## src/rtl/pipeline_pkg.sv

```systemverilog
// Shared types and constants for the pipeline hazard unit and its
// HI/LO multiply/divide occupancy timer.
package pipeline_pkg;

    typedef enum logic [1:0] {
        FWD_RF  = 2'b00,
        FWD_WB  = 2'b01,
        FWD_MEM = 2'b10
    } fwd_sel_e;

    typedef enum logic {
        IDLE = 1'b0,
        BUSY = 1'b1
    } md_state_e;

    localparam int MUL_LAT_DEF = 4;
    localparam int DIV_LAT_DEF = 32;
    localparam int MD_CNT_W    = 6;

endpackage

```

## src/rtl/md_timer.sv

```systemverilog
// HI/LO unit occupancy timer: IDLE/BUSY machine with a down-counter that
// pulses done in the final busy cycle.
module md_timer
    import pipeline_pkg::*;
#(
    parameter int MUL_LAT = MUL_LAT_DEF,
    parameter int DIV_LAT = DIV_LAT_DEF
) (
    input  logic clk,
    input  logic rst,
    input  logic start,
    input  logic is_div,
    output logic busy,
    output logic done
);

    localparam logic [MD_CNT_W-1:0] MUL_LOAD = MD_CNT_W'(MUL_LAT - 1);
    localparam logic [MD_CNT_W-1:0] DIV_LOAD = MD_CNT_W'(DIV_LAT - 1);

    md_state_e             state_q, state_d;
    logic [MD_CNT_W-1:0]   count_q, count_d;
    logic [MD_CNT_W-1:0]   load_val;

    assign load_val = is_div ? DIV_LOAD : MUL_LOAD;

    always_ff @(posedge clk or posedge rst) begin
        if (rst) begin
            state_q <= IDLE;
            count_q <= '0;
        end else begin
            state_q <= state_d;
            count_q <= count_d;
        end
    end

    // A start in the done cycle reloads so back-to-back ops keep busy high.
    always_comb begin
        state_d = state_q;
        count_d = count_q;
        done    = 1'b0;
        case (state_q)
            IDLE: begin
                if (start) begin
                    state_d = BUSY;
                    count_d = load_val;
                end
            end
            BUSY: begin
                if (count_q == '0) begin
                    done = 1'b1;
                    if (start) begin
                        count_d = load_val;
                    end else begin
                        state_d = IDLE;
                    end
                end else begin
                    count_d = count_q - 1'b1;
                end
            end
            default: begin
                state_d = IDLE;
                count_d = '0;
            end
        endcase
    end

    assign busy = (state_q == BUSY);

endmodule

```

## src/rtl/hazard_ctrl.sv

```systemverilog
// Pipeline hazard unit: operand forwarding, load-use/branch/HI-LO stalls,
// and decode/execute flush control.
module hazard_ctrl
    import pipeline_pkg::*;
#(
    parameter int MUL_LAT = MUL_LAT_DEF,
    parameter int DIV_LAT = DIV_LAT_DEF
) (
    input  logic       clk,
    input  logic       rst,
    input  logic [4:0] rs_d,
    input  logic [4:0] rt_d,
    input  logic       branch_d,
    input  logic       pc_src_d,
    input  logic       jump_d,
    input  logic       md_op_d,
    input  logic       hilo_read_d,
    input  logic [4:0] rs_e,
    input  logic [4:0] rt_e,
    input  logic [4:0] write_reg_e,
    input  logic       reg_write_e,
    input  logic       mem_to_reg_e,
    input  logic       md_start_e,
    input  logic       md_div_e,
    input  logic [4:0] write_reg_m,
    input  logic       reg_write_m,
    input  logic       mem_to_reg_m,
    input  logic [4:0] write_reg_w,
    input  logic       reg_write_w,
    output logic       stall_f,
    output logic       stall_d,
    output logic       flush_d,
    output logic       flush_e,
    output logic       fwd_a_d,
    output logic       fwd_b_d,
    output logic [1:0] fwd_a_e,
    output logic [1:0] fwd_b_e,
    output logic       md_busy,
    output logic       md_done
);

    logic     lw_stall, br_stall, hilo_stall, stall;
    logic     m_valid, w_valid, e_valid, m_load;
    fwd_sel_e sel_a, sel_b;

    md_timer #(
        .MUL_LAT (MUL_LAT),
        .DIV_LAT (DIV_LAT)
    ) u_md_timer (
        .clk    (clk),
        .rst    (rst),
        .start  (md_start_e),
        .is_div (md_div_e),
        .busy   (md_busy),
        .done   (md_done)
    );

    assign m_valid = reg_write_m && (write_reg_m != 5'd0);
    assign w_valid = reg_write_w && (write_reg_w != 5'd0);
    assign e_valid = reg_write_e && (write_reg_e != 5'd0);
    assign m_load  = mem_to_reg_m && (write_reg_m != 5'd0);

    // Memory stage holds the younger result, so it wins over writeback.
    always_comb begin
        sel_a = FWD_RF;
        sel_b = FWD_RF;
        if (m_valid && (write_reg_m == rs_e))      sel_a = FWD_MEM;
        else if (w_valid && (write_reg_w == rs_e)) sel_a = FWD_WB;
        if (m_valid && (write_reg_m == rt_e))      sel_b = FWD_MEM;
        else if (w_valid && (write_reg_w == rt_e)) sel_b = FWD_WB;
    end

    assign fwd_a_e = sel_a;
    assign fwd_b_e = sel_b;

    assign fwd_a_d = (rs_d != 5'd0) && (rs_d == write_reg_m) && reg_write_m;
    assign fwd_b_d = (rt_d != 5'd0) && (rt_d == write_reg_m) && reg_write_m;

    assign lw_stall = mem_to_reg_e && (rt_e != 5'd0) &&
                      ((rt_e == rs_d) || (rt_e == rt_d));

    assign br_stall = branch_d &&
                      ((e_valid && ((write_reg_e == rs_d) || (write_reg_e == rt_d))) ||
                       (m_load  && ((write_reg_m == rs_d) || (write_reg_m == rt_d))));

    // Include md_start_e so an op entering execute blocks decode immediately.
    assign hilo_stall = (md_busy || md_start_e) && (md_op_d || hilo_read_d);

    assign stall   = lw_stall || br_stall || hilo_stall;
    assign stall_f = stall;
    assign stall_d = stall;
    assign flush_e = stall;
    assign flush_d = (pc_src_d || jump_d) && !stall;

endmodule

```

## config.mk

```make
export PLATFORM = sky130hd
export DESIGN_NAME = hazard_ctrl
export DESIGN_NICKNAME = d
export VERILOG_FILES = /design/src/rtl/pipeline_pkg.sv /design/src/rtl/md_timer.sv /design/src/rtl/hazard_ctrl.sv
export SDC_FILE = /design/constraint.sdc
export NUM_CORES = 1
export LEC_CHECK = 0
export CAP_MARGIN = 20
export CORE_MARGIN = 4
export CORE_UTILIZATION = 43
export CTS_BUF_LIST = sky130_fd_sc_hd__clkbuf_8 sky130_fd_sc_hd__clkbuf_16
export CTS_CLUSTER_SIZE = 10
export DETAILED_ROUTE_END_ITERATION = 10
export PLACE_DENSITY = 0.88
export SLEW_MARGIN = 20
export SYNTH_ARGS = -nofsm -noshare
export SYNTH_HDL_FRONTEND = slang
export SYNTH_SLANG_ARGS = --single-unit
export TNS_END_PERCENT = 50
```

## constraint.sdc

```tcl
create_clock -name clk -period 3.5 [get_ports clk]
set_clock_uncertainty 0.15 [all_clocks]
set_input_delay 0.7 -clock clk [delete_from_list [all_inputs] [get_ports clk]]
set_output_delay 0.7 -clock clk [all_outputs]
set_load 0.02 [all_outputs]
```

==> results of run 1 <==
stage by stage:
stage                     cells  instance area [um^2]  setup TNS [ns]  power, mW  setup WS, ns
after floorplan             149                  1150               0      0.328         0.390
after global placement      251                  1900          -0.344      0.445       -0.0847
after detailed placement    251                  1900          -0.763      0.461        -0.135
after CTS                   255                  1940               0      0.571        0.0170
after global routing        255                  1950               0      0.615     0.0000508
final                       255                  1950               0      0.570         0.106
area by class of cell:
type / instances / area (um^2)
Multi-Input combinational cell: 126 / 895
Timing Repair Buffer: 85 / 785
Fill cell: 152 / 552
Sequential cell: 7 / 175
Clock buffer: 3 / 41.3
Tap cell: 30 / 37.5
Inverter: 3 / 11.3
Clock inverter: 1 / 3.75
how the worst min path moves through the flow:
stage	cells past startpoint	slack, ns	endpoint
floorplan	1	0.31	u_md_timer.count_q[0]
global placement	1	0.33	u_md_timer.count_q[0]
finish	1	0.35	u_md_timer.count_q[0]
CTS	1	0.36	u_md_timer.count_q[0]
detailed placement	1	0.35	u_md_timer.count_q[0]
global route	1	0.38	u_md_timer.count_q[0]
kinds of logic after synthesis:
family	share of synthesized area, %
AOI/OAI and AO/OA	11.7
xor gates and xnor gates	38.2
DFF	15.3
buffers and inverters	7.09
adders and majority gates	2.18
and+or+nand+nor	25.6
cells in the final DEF, fill, tap and decap left out, types with 2 or more instances in the layout:
master / count
clkdlybuf4s50_1: 51
xnor2_1: 30
buf_4: 25
xor2_1: 20
nand2_1: 11
nand3_1: 10
nor2_1: 8
dfrtp_1: 7
nor3_1: 6
or4_1: 6
a21oi_1: 5
dlygate4sd2_1: 5
inv_1: 4
nor4_1: 4
o21ai_0: 4
clkbuf_8: 3
clkdlybuf4s15_1: 3
or2b_1: 2
a311oi_1: 2
o22ai_1: 2
ha_1: 2
what timing repair did:
action                                  4_1_cts  5_1_grt
endpoints found under the setup margin        8        5
hold buffers                                  0        0
pin swaps                                     0        0
gates resized for setup                       8        5
layer usage:
layer  track usage, %  vias to the layer above  share of wire, %
met3             3.89                        4               5.7
met4             8.23                        0               1.0
met2             41.8                       53                54
met1             23.7                      658                39
met5                0                        -                 0
li1                 -                      664                 -
power groups by stage:
stage | clock, mW | combinational, mW | sequential (mW)
floorplan | 0 | 0.179 | 0.150
global placement | 0 | 0.289 | 0.156
detailed placement | 0 | 0.304 | 0.158
CTS | 0.112 | 0.301 | 0.158
global route | 0.119 | 0.332 | 0.164
finish | 0.110 | 0.302 | 0.159
state kept, by name (all words and copies together) (netlist names):
name / cells
u_md_timer.count_q: 6
u_md_timer.busy: 1
==> impl_metrics.env, run 1 <==
export IMPL_synth_area_leaders="xnor2_1 (23%), dfrtp_1 (15%), xor2_1 (15%), nand3_1 (4.4%), or4_1 (3.9%)"
export IMPL_internal_power_uw=356
export IMPL_fp_dieW_um=59.7
export IMPL_maxCapViolCount=0
export IMPL_die_area_um2=3560
export IMPL_hold_ws_ns=0.350
export IMPL_vias_per_cell=5.41
export IMPL_seqPwrFrac_pct=27.8
export IMPL_rsz0062_at_grt="yes"
export IMPL_timing_critical_path_buf_inv=2
export IMPL_worstPathArrival_ns=2.54
export IMPL_dp_hpwl_um=3260
export IMPL_grt_usage_pct=22.0
export IMPL_p_per_area_nw_per_um2=293
export IMPL_cts_tree="done"
export IMPL_end_kind="output pin"
export IMPL_synthTopCellsByCount="xnor2_1 (30), xor2_1 (20), nand2_1 (11)"
export IMPL_ioPinCount=61
export IMPL_ys_async_sr_fraction_pct=100
export IMPL_worstReg2RegEnd="u_md_timer.count_q[3]"
export IMPL_worstSetupPathType="in2out"
export IMPL_numCtsBuffers=3
export IMPL_hold_class="reg2reg"
export IMPL_fp_row_count=18
export IMPL_cp_top_family="buffers and inverters"
export IMPL_slew_headroom_pct=69.9
export IMPL_fmax_ghz=0.295
export IMPL_grt_max_degree=11
export IMPL_yosys_register_bits=7
export IMPL_antenna_cells=0
export IMPL_overflow=0
export IMPL_crit_path_frequent_cell="clkdlybuf4s50_1"
export IMPL_core_area_um2=2500
export IMPL_p_clk_share_pct=19.2
export IMPL_cts_max_level=1
export IMPL_synth_edf_count=0
export IMPL_hold_viol_final=0
export IMPL_reg2reg_depth=6
export IMPL_clkSlewWorstSetupHoldPaths_ns=0.04
export IMPL_drt_initial_drc_count=33
export IMPL_pwr_share_comb_pct=53.0
export IMPL_power_switching_uw=215
export IMPL_clkLatencyLatePin_ns=0.22
export IMPL_final_max_slew_viol_count=0
export IMPL_syn_nets=200
export IMPL_syn_inst=149
export IMPL_clk_path_buf_depth=2
export IMPL_yosysWarnings=0
export IMPL_syn_cell_area_um2=1150
export IMPL_startpoint="rt_d[0]"
export IMPL_grt_pass1_wl_um=6110
export IMPL_firstDrtPassIters=4
export IMPL_synth_largest_area_cell="xnor2_1"
export IMPL_finalCritPeriodShare_pct=97.0
export IMPL_setup_viol=0
export IMPL_cts_root_buf="clkbuf_8"
export IMPL_utilization_pct=77.9
export IMPL_worst_pin_slew_ns=0.448
export IMPL_routed_wl_um=3820
export IMPL_start_util_pct=45.9
export IMPL_grt_pass1_vias=1484
export IMPL_fin_nets=277
export IMPL_cp_depth=5
export IMPL_crit_fanout=4
export IMPL_synth_distinct_cells=33
export IMPL_cts_num_sinks=7
export IMPL_layout_drive_gt1_share_pct=14.7
export IMPL_crit_chain="clkdlybuf4s50_1, or4_1, o21ai_0, nor2_1, clkdlybuf4s50_1"
export IMPL_yosysMostFrequentCell="xnor2_1"
export IMPL_cp_endpoint="fwd_b_d"
export IMPL_reg2reg_from="u_md_timer.count_q[0]"
export IMPL_synthFlopType="dfrtp_1"
export IMPL_r2r_slack_ns=1.61
export IMPL_syn_area_per_cell_um2=7.70
export IMPL_antenna_found_initial=0
export IMPL_ant_nets=0
export IMPL_post_route_drc_count=0
export IMPL_power_leakage_nw=0.813
export IMPL_port_buffers=60
export IMPL_start_kind="primary input"
export IMPL_finalCriticalPeriod_ns=3.39
export IMPL_hp_start="u_md_timer.count_q[0]"
export IMPL_cts_setup_buffers=0
export IMPL_ys_seq_area_share_pct=15.3
export IMPL_areaGrowthSynthToFinish_pct=69.8
export IMPL_vias=1379
export IMPL_outcome="completed"
export IMPL_ir_drop_mv=0.268
export IMPL_wl_per_cell_um=15.0
export IMPL_crit_slowest_cell="or4_1"
export IMPL_die_h_um=59.7
export IMPL_yosys_area_top_type_share_pct=22.9
export IMPL_sw_frac_of_total_pct=37.7
export IMPL_cp_required_ns=2.65
export IMPL_critPathMaxStageDelay_ns=0.58
export IMPL_gp_congestion=0.843
Note: power is estimated with default switching activity, not from simulation.
==> run 2: changes to the inputs <==
--- a/config.mk
+++ b/config.mk
@@ -5,13 +5,15 @@
 export SDC_FILE = /design/constraint.sdc
 export NUM_CORES = 1
 export LEC_CHECK = 0
-export CAP_MARGIN = 20
+export CAP_MARGIN = 0
+export CORE_ASPECT_RATIO = 1.5
 export CORE_MARGIN = 4
 export CORE_UTILIZATION = 43
 export CTS_BUF_LIST = sky130_fd_sc_hd__clkbuf_8 sky130_fd_sc_hd__clkbuf_16
 export CTS_CLUSTER_SIZE = 10
 export DETAILED_ROUTE_END_ITERATION = 10
 export PLACE_DENSITY = 0.88
+export SETUP_SLACK_MARGIN = 0.05
 export SLEW_MARGIN = 20
 export SYNTH_ARGS = -nofsm -noshare
 export SYNTH_HDL_FRONTEND = slang
==> impl_metrics.env, run 2 (synthesized netlist as in run 1, its figures left out) <==
export IMPL_grt_pass1_vias=1472
export IMPL_top_register="u_md_timer.count_q"
export IMPL_cts_max_level=1
export IMPL_gr_usage_met3_pct=5.20
export IMPL_layout_drive_gt1_share_pct=11.9
export IMPL_rsz0062_at_grt="yes"
export IMPL_hold_class="reg2reg"
export IMPL_overflow=0
export IMPL_ant_nets=0
export IMPL_seqPwrFrac_pct=28.0
export IMPL_internal_power_uw=352
export IMPL_wl_per_cell_um=14.9
export IMPL_final_common_cell="clkdlybuf4s50_1"
export IMPL_worst_pin_slew_ns=0.460
export IMPL_gp_congestion=0.857
export IMPL_fp_dieW_um=50.2
export IMPL_reg2reg_from="u_md_timer.count_q[5]"
export IMPL_start_kind="primary input"
export IMPL_cts_hold_buf=0
export IMPL_finalCritPeriodShare_pct=96.8
export IMPL_grt_max_degree=11
export IMPL_antenna_cells=0
export IMPL_cts_num_sinks=7
export IMPL_hold_path_depth=1
export IMPL_grtUsageMet2_pct=43.2
export IMPL_mostFrequentLayoutCells="clkdlybuf4s50_1 (49), xnor2_1 (30), xor2_1 (20)"
export IMPL_core_area_um2=2500
export IMPL_utilization_pct=75.9
export IMPL_outcome="completed"
export IMPL_setup_viol=0
export IMPL_grt_pass1_wl_um=6020
export IMPL_worstSetupPathType="in2out"
export IMPL_clkSlewWorstSetupHoldPaths_ns=0.04
export IMPL_dp_hpwl_um=3370
export IMPL_final_max_slew_viol_count=0
export IMPL_clk_path_buf_depth=2
export IMPL_die_h_um=71.3
export IMPL_post_route_drc_count=0
export IMPL_crit_slowest_cell="clkdlybuf4s50_1"
export IMPL_numCtsBuffers=3
export IMPL_pwr_share_comb_pct=52.8
export IMPL_hold_viol_final=0
export IMPL_r2r_slack_ns=1.67
export IMPL_worstReg2RegEnd="u_md_timer.count_q[4]"
export IMPL_fp_row_count=22
export IMPL_timing_critical_path_buf_inv=2
export IMPL_firstDrtPassIters=7
export IMPL_p_per_area_nw_per_um2=299
export IMPL_ir_drop_mv=0.279
export IMPL_start_util_pct=45.8
export IMPL_cp_top_family="buffers and inverters"
export IMPL_slew_headroom_pct=69.1
export IMPL_drt_initial_drc_count=12
export IMPL_port_buffers=60
export IMPL_maxCapViolCount=0
export IMPL_min_to="u_md_timer.count_q[0]"
export IMPL_critPathMaxStageDelay_ns=0.53
export IMPL_cp_required_ns=2.65
export IMPL_finalCriticalPeriod_ns=3.39
export IMPL_met1_usage_pct=18.1
export IMPL_reg2reg_depth=5
export IMPL_antenna_found_initial=0
export IMPL_nFillCells=185
export IMPL_worstPathArrival_ns=2.54
export IMPL_cts_setup_buffers=0
export IMPL_die_area_um2=3580
export IMPL_crit_path_frequent_cell="or4_1"
export IMPL_p_clk_share_pct=19.2
export IMPL_fmax_ghz=0.295
export IMPL_fin_nets=271
export IMPL_vias=1378
export IMPL_power_switching_uw=216
export IMPL_grt_usage_pct=21.4
export IMPL_end_kind="output pin"
export IMPL_vias_per_cell=5.40
export IMPL_p_total_uw=569
export IMPL_cts_root_buf="clkbuf_8"
export IMPL_areaGrowthSynthToFinish_pct=65.6
export IMPL_hp_start="u_md_timer.count_q[0]"
export IMPL_power_leakage_nw=0.781
export IMPL_sw_frac_of_total_pct=38.0
export IMPL_top_usage_layer="met2"
export IMPL_ioPinCount=61
export IMPL_crit_fanout=3
export IMPL_crit_chain="clkdlybuf4s50_1, or4_1, o21ai_0, or4_1, nor4_1, dlygate4sd1_1"
export IMPL_clkLatencyLatePin_ns=0.23
export IMPL_cts_tree="done"
export IMPL_largest_register_ffs=6
export IMPL_routed_wl_um=3810
-- run 2: cell count changes in the layout (fill, tap and decap cells not counted), sizes merged --
cell           delta
buf               -6
dlygate4sd2       +4
clkdlybuf4s50     -2
clkdlybuf4s15     -3
dlygate4sd1       +1
-- run 2: per-layer routing --
metal	share of wire [%]	vias to the layer above	routed length, um
met4	4.3	0	165
met5	0	-	0
met3	6.7	16	255
met2	57	76	2180
met1	32	630	1210
li1	-	656	-
-- run 2: worst max path at each step --
stage,start,to,slack [ns],cells past startpoint
finish,write_reg_w[4],fwd_a_e[0],0.11,6
global route,write_reg_w[4],fwd_a_e[0],0.04,6
CTS,write_reg_w[4],fwd_a_e[0],0.06,6
detailed placement,write_reg_w[4],fwd_a_e[0],-0.22,6
global placement,write_reg_w[4],fwd_a_e[0],-0.10,6
floorplan,write_reg_m[0],fwd_a_e[0],0.39,6
-- run 2: cell type report --
cell class	count	area (um^2)	area share (%)
clock inverters	1	3.75	0.197
clock buffers	3	41.3	2.17
inverters	3	11.3	0.592
repair buffers	79	733	38.6
well taps	36	45.0	2.37
flip-flops and latches	7	175	9.22
multi-input cells	126	891	46.9
-- run 2: stage by stage --
stage	cells	setup WS (ns)	instance area [um^2]	setup TNS [ns]	hold WS, ns
floorplan	149	0.390	1150	0	0.312
global placement	251	-0.103	1870	-0.353	0.336
detailed placement	251	-0.221	1870	-0.710	0.354
CTS	255	0.0634	1900	0	0.360
global route	255	0.0375	1900	0	0.402
finish	255	0.112	1900	0	0.358
-- run 2: what timing repair did --
| item | CTS | global route |
|---|---|---|
| resized for setup | 10 | 3 |
| endpoints found under the setup margin | 10 | 4 |
| endpoints found under the hold margin | 0 | 0 |
-- run 2: worst register-to-register path, delay by kind of cell, from the launching register on --
family,cells,cell delay (ns)
AND/OR/NAND/NOR,3,0.84
AO/OA/AOI/OAI,2,0.33
flip-flops,1,0.40
-- run 2: power by group through the flow --
stage	combinational, mW	clock, mW	sequential, mW
4_1_cts	0.301	0.112	0.158
3_5_place_dp	0.304	0	0.159
6_report	0.300	0.109	0.160
5_1_grt	0.329	0.116	0.164
3_3_place_gp	0.285	0	0.154
2_1_floorplan	0.179	0	0.150
==> run 3: changes to the inputs <==
--- a/config.mk
+++ b/config.mk
@@ -9,7 +9,7 @@
 export CORE_ASPECT_RATIO = 1.5
 export CORE_MARGIN = 4
 export CORE_UTILIZATION = 43
-export CTS_BUF_LIST = sky130_fd_sc_hd__clkbuf_8 sky130_fd_sc_hd__clkbuf_16
+export CTS_BUF_LIST = sky130_fd_sc_hd__clkbuf_16
 export CTS_CLUSTER_SIZE = 10
 export DETAILED_ROUTE_END_ITERATION = 10
 export PLACE_DENSITY = 0.88
==> impl_metrics.env, run 3 (synthesized netlist as in run 1, its figures left out) <==
export IMPL_outcome="completed"
export IMPL_crit_slowest_cell="clkdlybuf4s50_1"
export IMPL_finalCritPeriodShare_pct=96.8
export IMPL_setup_viol=0
export IMPL_die_h_um=71.3
export IMPL_crit_fanout=3
export IMPL_fmax_ghz=0.295
export IMPL_met2_length_um=2200
export IMPL_slew_headroom_pct=65.1
export IMPL_highest_layer="met4"
export IMPL_top_register="u_md_timer.count_q"
export IMPL_clkSlewWorstSetupHoldPaths_ns=0.03
export IMPL_clk_path_buf_depth=2
export IMPL_hold_viol_final=0
export IMPL_crit_chain="clkdlybuf4s50_1, or4_1, o21ai_0, or4_1, nor4_1, dlygate4sd1_1"
export IMPL_dp_hpwl_um=3370
export IMPL_critPathMaxStageDelay_ns=0.53
export IMPL_end_kind="output pin"
export IMPL_die_area_um2=3580
export IMPL_crit_path_frequent_cell="or4_1"
export IMPL_antenna_cells=0
export IMPL_worstPathArrival_ns=2.54
export IMPL_cts_tree="done"
export IMPL_overflow=0
export IMPL_cp_required_ns=2.65
export IMPL_fin_nets=271
export IMPL_ioPinCount=61
export IMPL_cts_num_sinks=7
export IMPL_clkLatencyLatePin_ns=0.23
export IMPL_instances_no_fill=255
export IMPL_final_common_cell="clkdlybuf4s50_1"
export IMPL_largest_register_ffs=6
export IMPL_worst_pin_slew_ns=0.519
export IMPL_p_per_area_nw_per_um2=339
export IMPL_layout_drive_gt1_share_pct=11.9
export IMPL_grt_usage_pct=21.7
export IMPL_areaGrowthSynthToFinish_pct=68.6
export IMPL_gp_congestion=0.857
export IMPL_hold_class="reg2reg"
export IMPL_drt_initial_drc_count=24
export IMPL_numCtsBuffers=3
export IMPL_start_util_pct=45.8
export IMPL_firstDrtPassIters=6
export IMPL_vias=1386
export IMPL_finalCriticalPeriod_ns=3.39
export IMPL_grt_max_degree=11
export IMPL_worstSetupPathType="in2out"
export IMPL_rsz0062_at_grt="yes"
export IMPL_core_area_um2=2500
export IMPL_fp_dieW_um=50.2
export IMPL_utilization_pct=77.2
export IMPL_antenna_found_initial=0
export IMPL_cts_setup_buffers=0
export IMPL_wl_per_cell_um=15.2
export IMPL_final_max_slew_viol_count=0
export IMPL_routed_wl_um=3880
export IMPL_maxCapViolCount=0
export IMPL_reg2reg_from="u_md_timer.count_q[0]"
export IMPL_setup_tns_ns=0
export IMPL_drt_met1_wl_um=1250
export IMPL_cts_root_buf="clkbuf_16"
export IMPL_dp_cells=251
export IMPL_startpoint="write_reg_w[4]"
export IMPL_cts_max_level=1
export IMPL_vias_per_cell=5.44
export IMPL_post_route_drc_count=0
export IMPL_ant_nets=0
export IMPL_grt_pass1_wl_um=6090
export IMPL_start_kind="primary input"
export IMPL_port_buffers=60
export IMPL_power_leakage_nw=0.797
export IMPL_fp_row_count=22
export IMPL_mostFrequentLayoutCells="clkdlybuf4s50_1 (49), xnor2_1 (30), xor2_1 (20)"
export IMPL_ir_drop_mv=0.285
export IMPL_grt_pass1_vias=1482
export IMPL_wl_met3_um=260
export IMPL_hp_start="u_md_timer.count_q[5]"
export IMPL_p_total_uw=656
run 3: path summary, 6_finish.rpt:
check | endpoint | slack (ns) | cells past startpoint
max | fwd_a_e[0] | 0.11 | 6
min | u_md_timer.count_q[5] | 0.37 | 1
max reg2reg | u_md_timer.count_q[3] | 1.59 | 6
min reg2reg | u_md_timer.count_q[5] | 0.37 | 1
max in group asynchronous | u_md_timer.count_q[5] | 2.43 | 2
min in group asynchronous | u_md_timer.count_q[2] | 0.55 | 2
run 3: layer usage:
layer,track usage [%],vias to the layer above
met4,12.6,0
met3,5.20,18
met1,18.5,638
met5,0,-
li1,-,655
met2,43.2,75
run 3: cell type report:
type | count | area (um^2)
Clock buffer | 3 | 75.1
Clock inverter | 1 | 3.75
Fill cell | 181 | 571
Inverter | 3 | 11.3
Multi-Input combinational cell | 126 | 891
Sequential cell | 7 | 175
Tap cell | 36 | 45.0
Timing Repair Buffer | 79 | 733
run 3: metrics by stage:
step,setup WS [ns],hold slack (ns),area (um^2)
after floorplan,0.390,0.312,1150
after CTS,0.0634,0.368,1930
after global routing,0.0375,0.387,1930
final,0.112,0.366,1930
after global placement,-0.103,0.336,1870
after detailed placement,-0.221,0.354,1870
run 3: worst max-delay path: cells and delay by family:
kind                   cells  cell delay (ns)
AOI/OAI and AO/OA          1             0.08
buffers and inverters      2             0.89
and+or+nand+nor            3             0.86
run 3: power breakdown:
part | switching [mW] | internal, mW | total, mW | leakage [nW]
sequential | 0.0455 | 0.117 | 0.163 | 0.0781
clock | 0.0422 | 0.148 | 0.191 | 0.0423
combinational | 0.143 | 0.159 | 0.303 | 0.676
run 3: repair_timing:
action                     CTS  global route
setup endpoints to repair   10             4
gates resized for setup     10             3
hold buffers                 0             0
